**src/rtl/multi_button_debouncer.sv**
```systemverilog
// rtl/multi_button_debouncer.sv - multi-button debouncer with press lockout and event handshake
//
// Purpose: debounces NUM_BUTTONS raw button inputs. It accepts one press at a
// time through a lockout FSM and offers each accepted press as an event on a
// valid/ready handshake.
//
// Ports:
//   clk         - single clock; all state updates on the rising edge
//   rst_n       - asynchronous active-low reset
//   btn         - raw asynchronous bouncing button levels
//   btn_db      - debounced button levels
//   lock_active - a press was accepted and not all buttons have been released yet
//   evt_valid   - a press event is pending
//   evt_id      - index of the pressed button (meaningful while evt_valid=1)
//   evt_ready   - consumer accepts the pending event
//   overflow    - sticky; a press was accepted while an earlier event was still pending
module multi_button_debouncer #(
  parameter int NUM_BUTTONS   = 2,
  parameter int STABLE_CYCLES = 4,
  localparam int ID_W = (NUM_BUTTONS > 1) ? $clog2(NUM_BUTTONS) : 1
) (
  input  logic                   clk,
  input  logic                   rst_n,
  input  logic [NUM_BUTTONS-1:0] btn,
  output logic [NUM_BUTTONS-1:0] btn_db,
  output logic                   lock_active,
  output logic                   evt_valid,
  output logic [ID_W-1:0]        evt_id,
  input  logic                   evt_ready,
  output logic                   overflow
);

  typedef enum logic {
    IDLE = 1'b0,
    HELD = 1'b1
  } state_t;

  // The counter reaches STABLE_CYCLES-1 after that many differing edges.
  // The next differing edge is the accepting one.
  localparam logic [7:0] CNT_LAST = 8'(STABLE_CYCLES - 1);

  logic [NUM_BUTTONS-1:0] sync1;
  logic [NUM_BUTTONS-1:0] sync2;
  logic [7:0]             cnt [NUM_BUTTONS];
  logic [NUM_BUTTONS-1:0] commit;
  logic [NUM_BUTTONS-1:0] rise;

  state_t                 state;
  state_t                 state_next;
  logic                   gen;
  logic [ID_W-1:0]        gen_id;

  // Two-flop synchronizer for each raw input.
  always_ff @(posedge clk or negedge rst_n) begin
    if (!rst_n) begin
      sync1 <= '0;
      sync2 <= '0;
    end else begin
      sync1 <= btn;
      sync2 <= sync1;
    end
  end

  // commit: this edge is the STABLE_CYCLES-th consecutive disagreement.
  // rise: the subset of commits that take btn_db from 0 to 1.
  always_comb begin
    commit = '0;
    for (int i = 0; i < NUM_BUTTONS; i++) begin
      commit[i] = (sync2[i] != btn_db[i]) && (cnt[i] == CNT_LAST);
    end
    rise = commit & sync2 & ~btn_db;
  end

  always_ff @(posedge clk or negedge rst_n) begin
    if (!rst_n) begin
      btn_db <= '0;
      for (int i = 0; i < NUM_BUTTONS; i++) begin
        cnt[i] <= '0;
      end
    end else begin
      for (int i = 0; i < NUM_BUTTONS; i++) begin
        if (sync2[i] == btn_db[i]) begin
          cnt[i] <= '0;
        end else if (commit[i]) begin
          btn_db[i] <= sync2[i];
          cnt[i]    <= '0;
        end else if (cnt[i] != 8'hFF) begin
          cnt[i] <= cnt[i] + 8'd1;
        end
      end
    end
  end

  always_ff @(posedge clk or negedge rst_n) begin
    if (!rst_n) begin
      state <= IDLE;
    end else begin
      state <= state_next;
    end
  end

  // The descending scan leaves the lowest-index rising button in gen_id.
  // The release check uses registered btn_db, so HELD exits one edge after all
  // buttons have settled low.
  always_comb begin
    state_next  = state;
    gen         = 1'b0;
    gen_id      = '0;
    lock_active = (state == HELD);
    for (int i = NUM_BUTTONS - 1; i >= 0; i--) begin
      if (rise[i]) begin
        gen_id = ID_W'(i);
      end
    end
    case (state)
      IDLE: begin
        if (|rise) begin
          gen        = 1'b1;
          state_next = HELD;
        end
      end
      HELD: begin
        if (btn_db == '0) begin
          state_next = IDLE;
        end
      end
      default: state_next = IDLE;
    endcase
  end

  // A new event can replace a pending one only on an edge where the pending
  // one is handed off. Otherwise the new event is dropped and flagged.
  always_ff @(posedge clk or negedge rst_n) begin
    if (!rst_n) begin
      evt_valid <= 1'b0;
      evt_id    <= '0;
      overflow  <= 1'b0;
    end else if (gen) begin
      if (!evt_valid || evt_ready) begin
        evt_valid <= 1'b1;
        evt_id    <= gen_id;
      end else begin
        overflow <= 1'b1;
      end
    end else if (evt_valid && evt_ready) begin
      evt_valid <= 1'b0;
    end
  end

endmodule
```
**config.mk**
```make
export PLATFORM = sky130hd
export DESIGN_NAME = multi_button_debouncer
export DESIGN_NICKNAME = d
export VERILOG_FILES = /design/src/rtl/multi_button_debouncer.sv
export SDC_FILE = /design/constraint.sdc
export NUM_CORES = 1
export LEC_CHECK = 0
export ABC_CLOCK_PERIOD_IN_PS = 4480
export BUFFER_PORTS_ARGS = -buffer_cell sky130_fd_sc_hd__buf_2
export CELL_PAD_IN_SITES_DETAIL_PLACEMENT = 1
export CELL_PAD_IN_SITES_GLOBAL_PLACEMENT = 2
export CORE_MARGIN = 3
export CORE_UTILIZATION = 40
export DETAILED_ROUTE_END_ITERATION = 8
export PLACE_DENSITY = 0.88
export SYNTH_ARGS = -nofsm -noshare
export SYNTH_HDL_FRONTEND = slang
export SYNTH_SLANG_ARGS = --single-unit
```
**constraint.sdc**
```tcl
create_clock -name clk -period 4.48 [get_ports clk]
set_input_delay 0.224 -clock clk [delete_from_list [all_inputs] [get_ports clk]]
set_output_delay 0.224 -clock clk [all_outputs]
set_load 0.005 [all_outputs]
```
* After elaboration in Yosys (flattened, before gate mapping)
Cells that the tools add are included.
Cells by class: add/sub/neg operators 2, equal/unequal tests 9, bitwise operators 7, muxes and demuxes 15, reduce and logical (&&, ||, !) cells 15
Operator list (count):
- $mux 8 | 6
- $add 8x1->8 const B | 2
- $eq 8x2->1 const B | 2
- $ne 8x8->1 const B | 2
- $reduce_and 2->1 | 5
- $mux 1 | 8
- $reduce_bool 3->1 | 2
- $and 2x2->2 | 2
- $not 1->1 | 4
- $logic_and 1x1->1 | 3
- $eq 1x1->1 | 2
- $logic_not 2->1 | 1
- $ne 1x1->1 | 2
- $ne 2x1->1 const B | 1
- $not 2->2 | 1
- $pmux 1 s2 | 1
- $reduce_bool 2->1 | 1
- $reduce_or 2->1 | 1
- $logic_not 1->1 | 1
- $logic_or 1x1->1 | 1
Word-level totals: input port bits 5, output and inout bits 6, bits in registers 26, word-level logic and storage cells 58

* Longest topological paths before layout
Gate-level depths: netlist of run 1.
depth in word-level cells 9, gate-level depth with buffers 5, depth with buffers taken out 4

* Least setup slack after synthesis of run 1
No wires, ideal clock.
path kind register to register, start point reg cnt[8] in the netlist's numbering, end point reg cnt[10] in the netlist's numbering, cell stages (with the launch flop) 5, library setup time 0.141 ns, buffers on the path 0, clock period less this slack 1.737 ns, required time 4.339 ns, data arrival time 1.596 ns, path slack 2.743 ns, cells stage by stage dfrtp_1 ha_1 or4b_4 o41ai_4 nor3_1
Between the ends: cells in the longest elaborated chain, start to end 4, elaborated cells between the ends (all ways) 8, classes of those cells add/sub (1); eq/ne (2); mux (3); reduce/logical (2)
Ends and longest elaborated chain:
- start: declaration | line 44 | logic [7:0] cnt [NUM_BUTTONS];
- start signal: indexed assignment | line 88 | cnt[i] <= cnt[i] + 8'd1;
- $add 8x1->8 or $eq 8x2->1 (tied branches) | line 88, 69
- $mux 8 or $logic_and 1x1->1 (tied branches) | line 87, 69
- $mux 8 | line 84 | end else if (commit[i]) begin
- $mux 8 | line 82 | if (sync2[i] == btn_db[i]) begin
Several ways; a longest one is shown, not always the timed one. The select of a mux whose other input is x is not followed. A chain may end at the register's enable or synchronous reset.

* Worst setup path in the final report of run 1
start point reg cnt[8] in the netlist's numbering, end point reg cnt[8] in the netlist's numbering
Same word-level chain as after synthesis.

==> results.toml, run 1 <==
[global_routing]
grt_pass1_wl_um = 5420
track_usage_pct = 16.8
grt_pass1_vias = 1133
antenna_found_initial = 0
grt-ovfl-total = 0
grt_max_degree = 27

[die]
initial_core_util_pct = 43.1
ios = 11
die_h_um = 64.1
die_x_um = 64.1
die_area_um2 = 4100
row_count = 20
coreArea_um2 = 3130

[cells_and_area]
syn2layout_area_growth_pct = 9.83
diodes = 0
fill_cells = 350
final_nets = 151
drive_gt1_share_pct = 13.3

[timing]
fin_hold_ws_ns = 0.215
fin_crit_ns = 2.03
fmax_mhz = 494
finClkSkew_ns = 0.000938
rsz0062_at_grt = "false"
fin_tns_setup_ns = 0
setup_viol = 0
worst_pin_slew_ns = 0.581
worst_slew_margin_rel_pct = 61.3
slew_violations = 0
fin_crit_sh_pct = 45.2
final-hold-violation-count = 0

[clock_network]
cts_buffer_depth = 2
cts_tree = "built"
cts.htree.levels = 1
cts-root-buf = "clkbuf_4"
post_cts.repair.setup_buffers = 0
clk_latency_ns = 0.33
clkTransAtPathRegs_ns = 0.14
clock-sinks = 26
numCtsBuffers = 3

[setup_path]
start_kind = "register"
timing.rr.end = "cnt[8]$_DFFE_PN0P_"
r2r_start = "cnt[8]$_DFFE_PN0P_"
endpoint_kind = "register"
critPathKind = "register to register"
arrival_ns = 2.23
crit_fanout = 8
reg2reg_depth = 4
rrSetupSlack_ns = 2.45
critical_path_required_ns = 4.69

[yosys]
synth-seq-cells = 26
synthAdderAreaFrac_pct = 1.86
synthXorXnorAreaFrac_pct = 1.30
synth-main-ff-cell = "dfrtp_1"
synth_compound_area_share_pct = 18.1
syn-instance-count = 133
ys_warn_count = 0
ys_types = 39
async_flop_share_pct = 100
seq_area_frac_synth_pct = 48.2
synth_edf_count = 0
synthMuxAreaShare_pct = 1.58
synth_top_family_by_area = "simple AND/OR/NAND/NOR gates"
synth_area_per_cell_um2 = 10.1
synthesis.area_um2 = 1350
synth-simple-area-share_pct = 25.8
syn_nets = 140

[drt]
vias = 1109
drc = 0
dr_wl_met2_um = 1650
ant_nets = 0
first_pass_iters = 4
routed_wl_um = 3150
wl_met1_um = 1360
dr.first_iter.drc_count = 103
met3_length_um = 68
wl_per_cell_um = 16.8
top_layer = "met4"
viasPerCell = 5.93

[min_path]
hold_depth = 3
hp-start = "evt_ready"
hold_class = "input port to register"
holdPathEnd = "evt_id$_DFFE_PN0P_"

[power_and_ir_drop]
ir_drop_mv = 0.274
powerDensity_nw_per_um2 = 443
leakage_uw = 0.000632

[run_status]
status = "complete, no violations"

[place]
place_congestion = 0.874
hpwl_um = 2200
numPortBuffers = 10

[job]
drv_cap = 0
## sequential cells by signal, summed over array words and instances, names as in the netlist
name         count
cnt             16
lock_active      1
sync1            2
btn_db           2
sync2            2
evt_id           1
overflow         1
evt_valid        1
## worst max-delay path: stages, from the launching register on
cell and delay (ns):
dfrtp_1 0.49, ha_1 0.33, or4b_4 0.51, o41ai_4 0.43
nor3_1 0.13
## repair_timing
action	in CTS	in global routing
setup endpoints to repair	0	0
gates resized for setup	0	0
hold buffers	3	0
hold endpoints to repair	28	0
## worst max path at each step
stage,startpoint,end,cells past startpoint
6_report,cnt[8]$_DFFE_PN0P_,cnt[8]$_DFFE_PN0P_,4
5_1_grt,cnt[9]$_DFFE_PN0P_,cnt[8]$_DFFE_PN0P_,4
4_1_cts,cnt[8]$_DFFE_PN0P_,cnt[8]$_DFFE_PN0P_,4
3_5_place_dp,cnt[8]$_DFFE_PN0P_,cnt[8]$_DFFE_PN0P_,4
3_3_place_gp,cnt[8]$_DFFE_PN0P_,cnt[8]$_DFFE_PN0P_,4
2_1_floorplan,cnt[8]$_DFFE_PN0P_,cnt[10]$_DFFE_PN0P_,4
## cell usage in the layout, fill, tap and decap left out, drive strengths merged, types with 2 or more instances in the layout
cell	netlist	layout
nor3	11	11
o21ai	6	6
xor2	2	2
nor4b	2	2
buf	5	10
nor2	6	6
dfrtp	26	26
nor3b	2	2
a21oi	7	7
a41oi	2	2
a21boi	3	3
and3	5	5
clkbuf	2	4
and2	2	2
a31oi	4	4
dlygate4sd3	0	3
nand3	11	11
a211oi	5	5
nand2	7	7
and4	4	4
ha	2	2
nand4	3	3
## layout make-up
class	count	area (um^2)	share of cell area, %
Tap cell	44	55.1	3.72
Inverter	1	3.75	0.253
Multi-Input combinational cell	99	656	44.3
Timing Repair Buffer	13	80.1	5.41
Clock buffer	4	36.3	2.45
Sequential cell	26	651	43.9
## kinds of logic (layout without fill, tap and decap cells)
logic type,Yosys count,count (layout)
adder cells (fa/ha/maj),2,2
XOR/XNOR,2,2
AO/OA/AOI/OAI,33,33
AND/OR/NAND/NOR,60,60
multiplexers,2,2
flip-flops,26,26
buffers and inverters,8,18
## power breakdown
part	leakage [uW]	switching [uW]	internal [uW]
Sequential	0.000343	58.6	280
Clock	0.0000210	71.7	49.9
Combinational	0.000268	107	89.9
Total	0.000632	238	419
## synth_stat cells (all sizes together) (2+ instances only)
cell	n	area share (%)
clkbuf	2	0.56
a21boi	3	1.7
and3	5	2.3
nand2	7	1.9
nor3b	2	1.1
a211oi	5	2.8
nand3	11	4.1
nor2	6	1.7
and2	2	0.93
o21ai	6	2.5
and4	4	2.6
a21oi	7	2.6
nand4	3	1.4
dfrtp	26	48
xor2	2	1.3
a31oi	4	1.9
nor3	11	4.1
a41oi	2	1.3
ha	2	1.9
buf	5	2.3
nor4b	2	1.3
## per-stage QoR
stage / std cells / total power [uW] / utilization (%) / setup slack [ns] / cell area (um^2)
final: 187 / 657 / 47.4 / 2.45 / 1480
after global routing: 187 / 703 / 47.4 / 2.37 / 1480
after CTS: 187 / 667 / 47.4 / 2.45 / 1480
after detailed placement: 180 / 540 / 45.2 / 2.53 / 1420
after global placement: 180 / 522 / 45.2 / 2.58 / 1420
after floorplan: 133 / 463 / - / 2.74 / 1350
## layer usage
layer  track usage [%]  vias up
li1                  -      534
met1              20.0      550
met2              30.1       15
met3              3.87       10
met4              4.58        0
met5                 0        -
Power figures use the tool's default switching activity.
==> run 2, diff against run 1 <==
ABC_CLOCK_PERIOD_IN_PS = 1950   (was 4480)
CORE_UTILIZATION = 37   (was 40)
PLACE_DENSITY = 0.83   (was 0.88)
clock period = 1.95 ns   (was 4.48 ns; I/O delays follow)
==> run 2 against run 1 <==
  * Critical path depth up 1
  * Sequential share of layout area down 1.9 points
  * Setup slack worse by 2.3 ns
  * Global-route usage up 1.3 points
  * Routed wire length up 6.1%
  * Register-to-register slack worse by 2.3 ns
  * Utilization down 2.0 points
  * Critical path type unchanged
  * Largest cell class unchanged
==> results.toml, run 2 (synthesized netlist as in run 1, its figures left out) <==
[drt]
ant_nets = 0
vias = 1112
routed_wl_um = 3340
wl_met1_um = 1430
top_layer = "met4"
dr_wl_met2_um = 1830
drc = 0
dr.first_iter.drc_count = 60
first_pass_iters = 4
viasPerCell = 5.64
wl_per_cell_um = 16.9
met3_length_um = 58

[global_routing]
antenna_found_initial = 0
track_usage_pct = 18.1
grt-ovfl-total = 0
grt_pass1_vias = 1220
grt_max_degree = 27
grt_pass1_wl_um = 5970

[job]
drv_cap = 0

[setup_path]
start_kind = "register"
critPathKind = "register to register"
critical_path_required_ns = 2.17
cp_slowest_cell = "dfrtp_1"
timing.rr.end = "cnt[13]$_DFFE_PN0P_"
worst-path-buf-inv = 1
arrival_ns = 2.06
max_stage_delay_ns = 0.48
endpoint_kind = "register"
crit_fanout = 7
reg2reg_depth = 5
r2r_start = "cnt[8]$_DFFE_PN0P_"
path_cells = "ha_1, or4b_4, o41ai_4, buf_4, a211oi_1"
rrSetupSlack_ns = 0.11
crit_cells = 5
cp_top_family = "flip-flops"
worstSetupEndpoint = "cnt[13]$_DFFE_PN0P_"
critPathLaunch = "cnt[8]$_DFFE_PN0P_"

[cells_and_area]
diodes = 0
layout_common_cells = "dfrtp_1, nor3_1, nand3_1, buf_2, buf_4"
largest_reg_flops = 16
final_common_cell = "dfrtp_1"
top_register = "cnt"
stdcell_count = 197
final_nets = 159
syn2layout_area_growth_pct = 14.9
drive_gt1_share_pct = 18.5

[place]
pre_cts_ws_ns = 0.0855
place_congestion = 0.904
hpwl_um = 2450
numPortBuffers = 10
placedCellCount = 188

[die]
initial_core_util_pct = 39.5
die_h_um = 66.4
die_area_um2 = 4410
die_x_um = 66.4
coreArea_um2 = 3420
ios = 11
row_count = 21

[timing]
finClkSkew_ns = 0.00440
fin_ws_ns = 0.113
setup_viol = 0
worst_pin_slew_ns = 0.583
fin_crit_sh_pct = 94.2
worst_slew_margin_rel_pct = 60.8
rsz0062_at_grt = "false"
slew_violations = 0
final-hold-violation-count = 0
fin_tns_setup_ns = 0
fmax_mhz = 544
fin_crit_ns = 1.84

[min_path]
hold_class = "input port to register"
hold_depth = 3

[power_and_ir_drop]
power_frac_clock_pct = 17.6
p_sw_share_pct = 35.7
intPower_uw = 1010
seq_power_share_pct = 48.8
power_uw = 1570
ir_drop_mv = 0.406
leakage_uw = 0.000676
p_sw_uw = 560
comb_power_share_pct = 33.5
powerDensity_nw_per_um2 = 1010

[clock_network]
numCtsBuffers = 3
clk_latency_ns = 0.32
cts-root-buf = "clkbuf_4"
clock-sinks = 26
cts_buffer_depth = 2
cts_tree = "built"
cts.htree.levels = 1
clkTransAtPathRegs_ns = 0.14

[run_status]
status = "complete, no violations"
==> run 2: cell types whose count changed in the layout (fill, tap and decap cells not counted), sizes merged <==
cell / change
buf: +8
==> run 2: layer usage <==
layer	vias up	global-route usage (%)
met1	550	20.4
li1	552	-
met5	-	0
met3	2	4.08
met2	8	34.3
met4	0	3.55
==> run 2: power by group through the flow <==
stage	sequential, uW	clock, uW	combinational, uW
2_1_floorplan	743	0	320
3_3_place_gp	763	0	459
3_5_place_dp	778	0	496
4_1_cts	768	291	501
5_1_grt	787	317	595
6_report	767	277	527
==> run 2: worst min-delay path by stage <==
stage / from / slack, ns / endpoint
floorplan: rst_n / -0.20 / btn_db[0]$_DFFE_PN0P_
global placement: rst_n / 0.13 / sync2[0]$_DFF_PN0_
detailed placement: rst_n / 0.14 / cnt[11]$_DFFE_PN0P_
CTS: evt_ready / 0.09 / evt_id$_DFFE_PN0P_
global route: evt_ready / 0.09 / evt_id$_DFFE_PN0P_
finish: evt_ready / 0.1 / evt_id$_DFFE_PN0P_
==> run 2: layout make-up <==
type | count | area (um^2)
Timing Repair Buffer | 21 | 140
Multi-Input combinational cell | 99 | 662
Fill cell | 400 | 1870
Inverter | 1 | 3.75
Sequential cell | 26 | 651
Clock buffer | 4 | 36.3
Tap cell | 46 | 57.6
==> run 2: worst reg2reg max path, stage by stage, from the launching register on <==
cell	delay [ns]
dfrtp_1	0.48
ha_1	0.20
or4b_4	0.48
o41ai_4	0.32
buf_4	0.20
a211oi_1	0.05
==> run 2: repair_timing <==
| action | 4_1_cts | 5_1_grt |
|---|---|---|
| endpoints found under the setup margin | 0 | 4 |
| hold buffers | 3 | 0 |
| resized for setup | 0 | 1 |
| endpoints found under the hold margin | 28 | 0 |
| setup buffers | 0 | 2 |
==> run 2: per-stage QoR <==
stage / hold WS, ns / util [%] / cell area (um^2)
after global routing: 0.0892 / 45.4 / 1550
after floorplan: -0.198 / - / 1350
after detailed placement: 0.135 / 42.8 / 1460
after global placement: 0.126 / 42.8 / 1460
after CTS: 0.0931 / 44.8 / 1530
final: 0.0992 / 45.4 / 1550
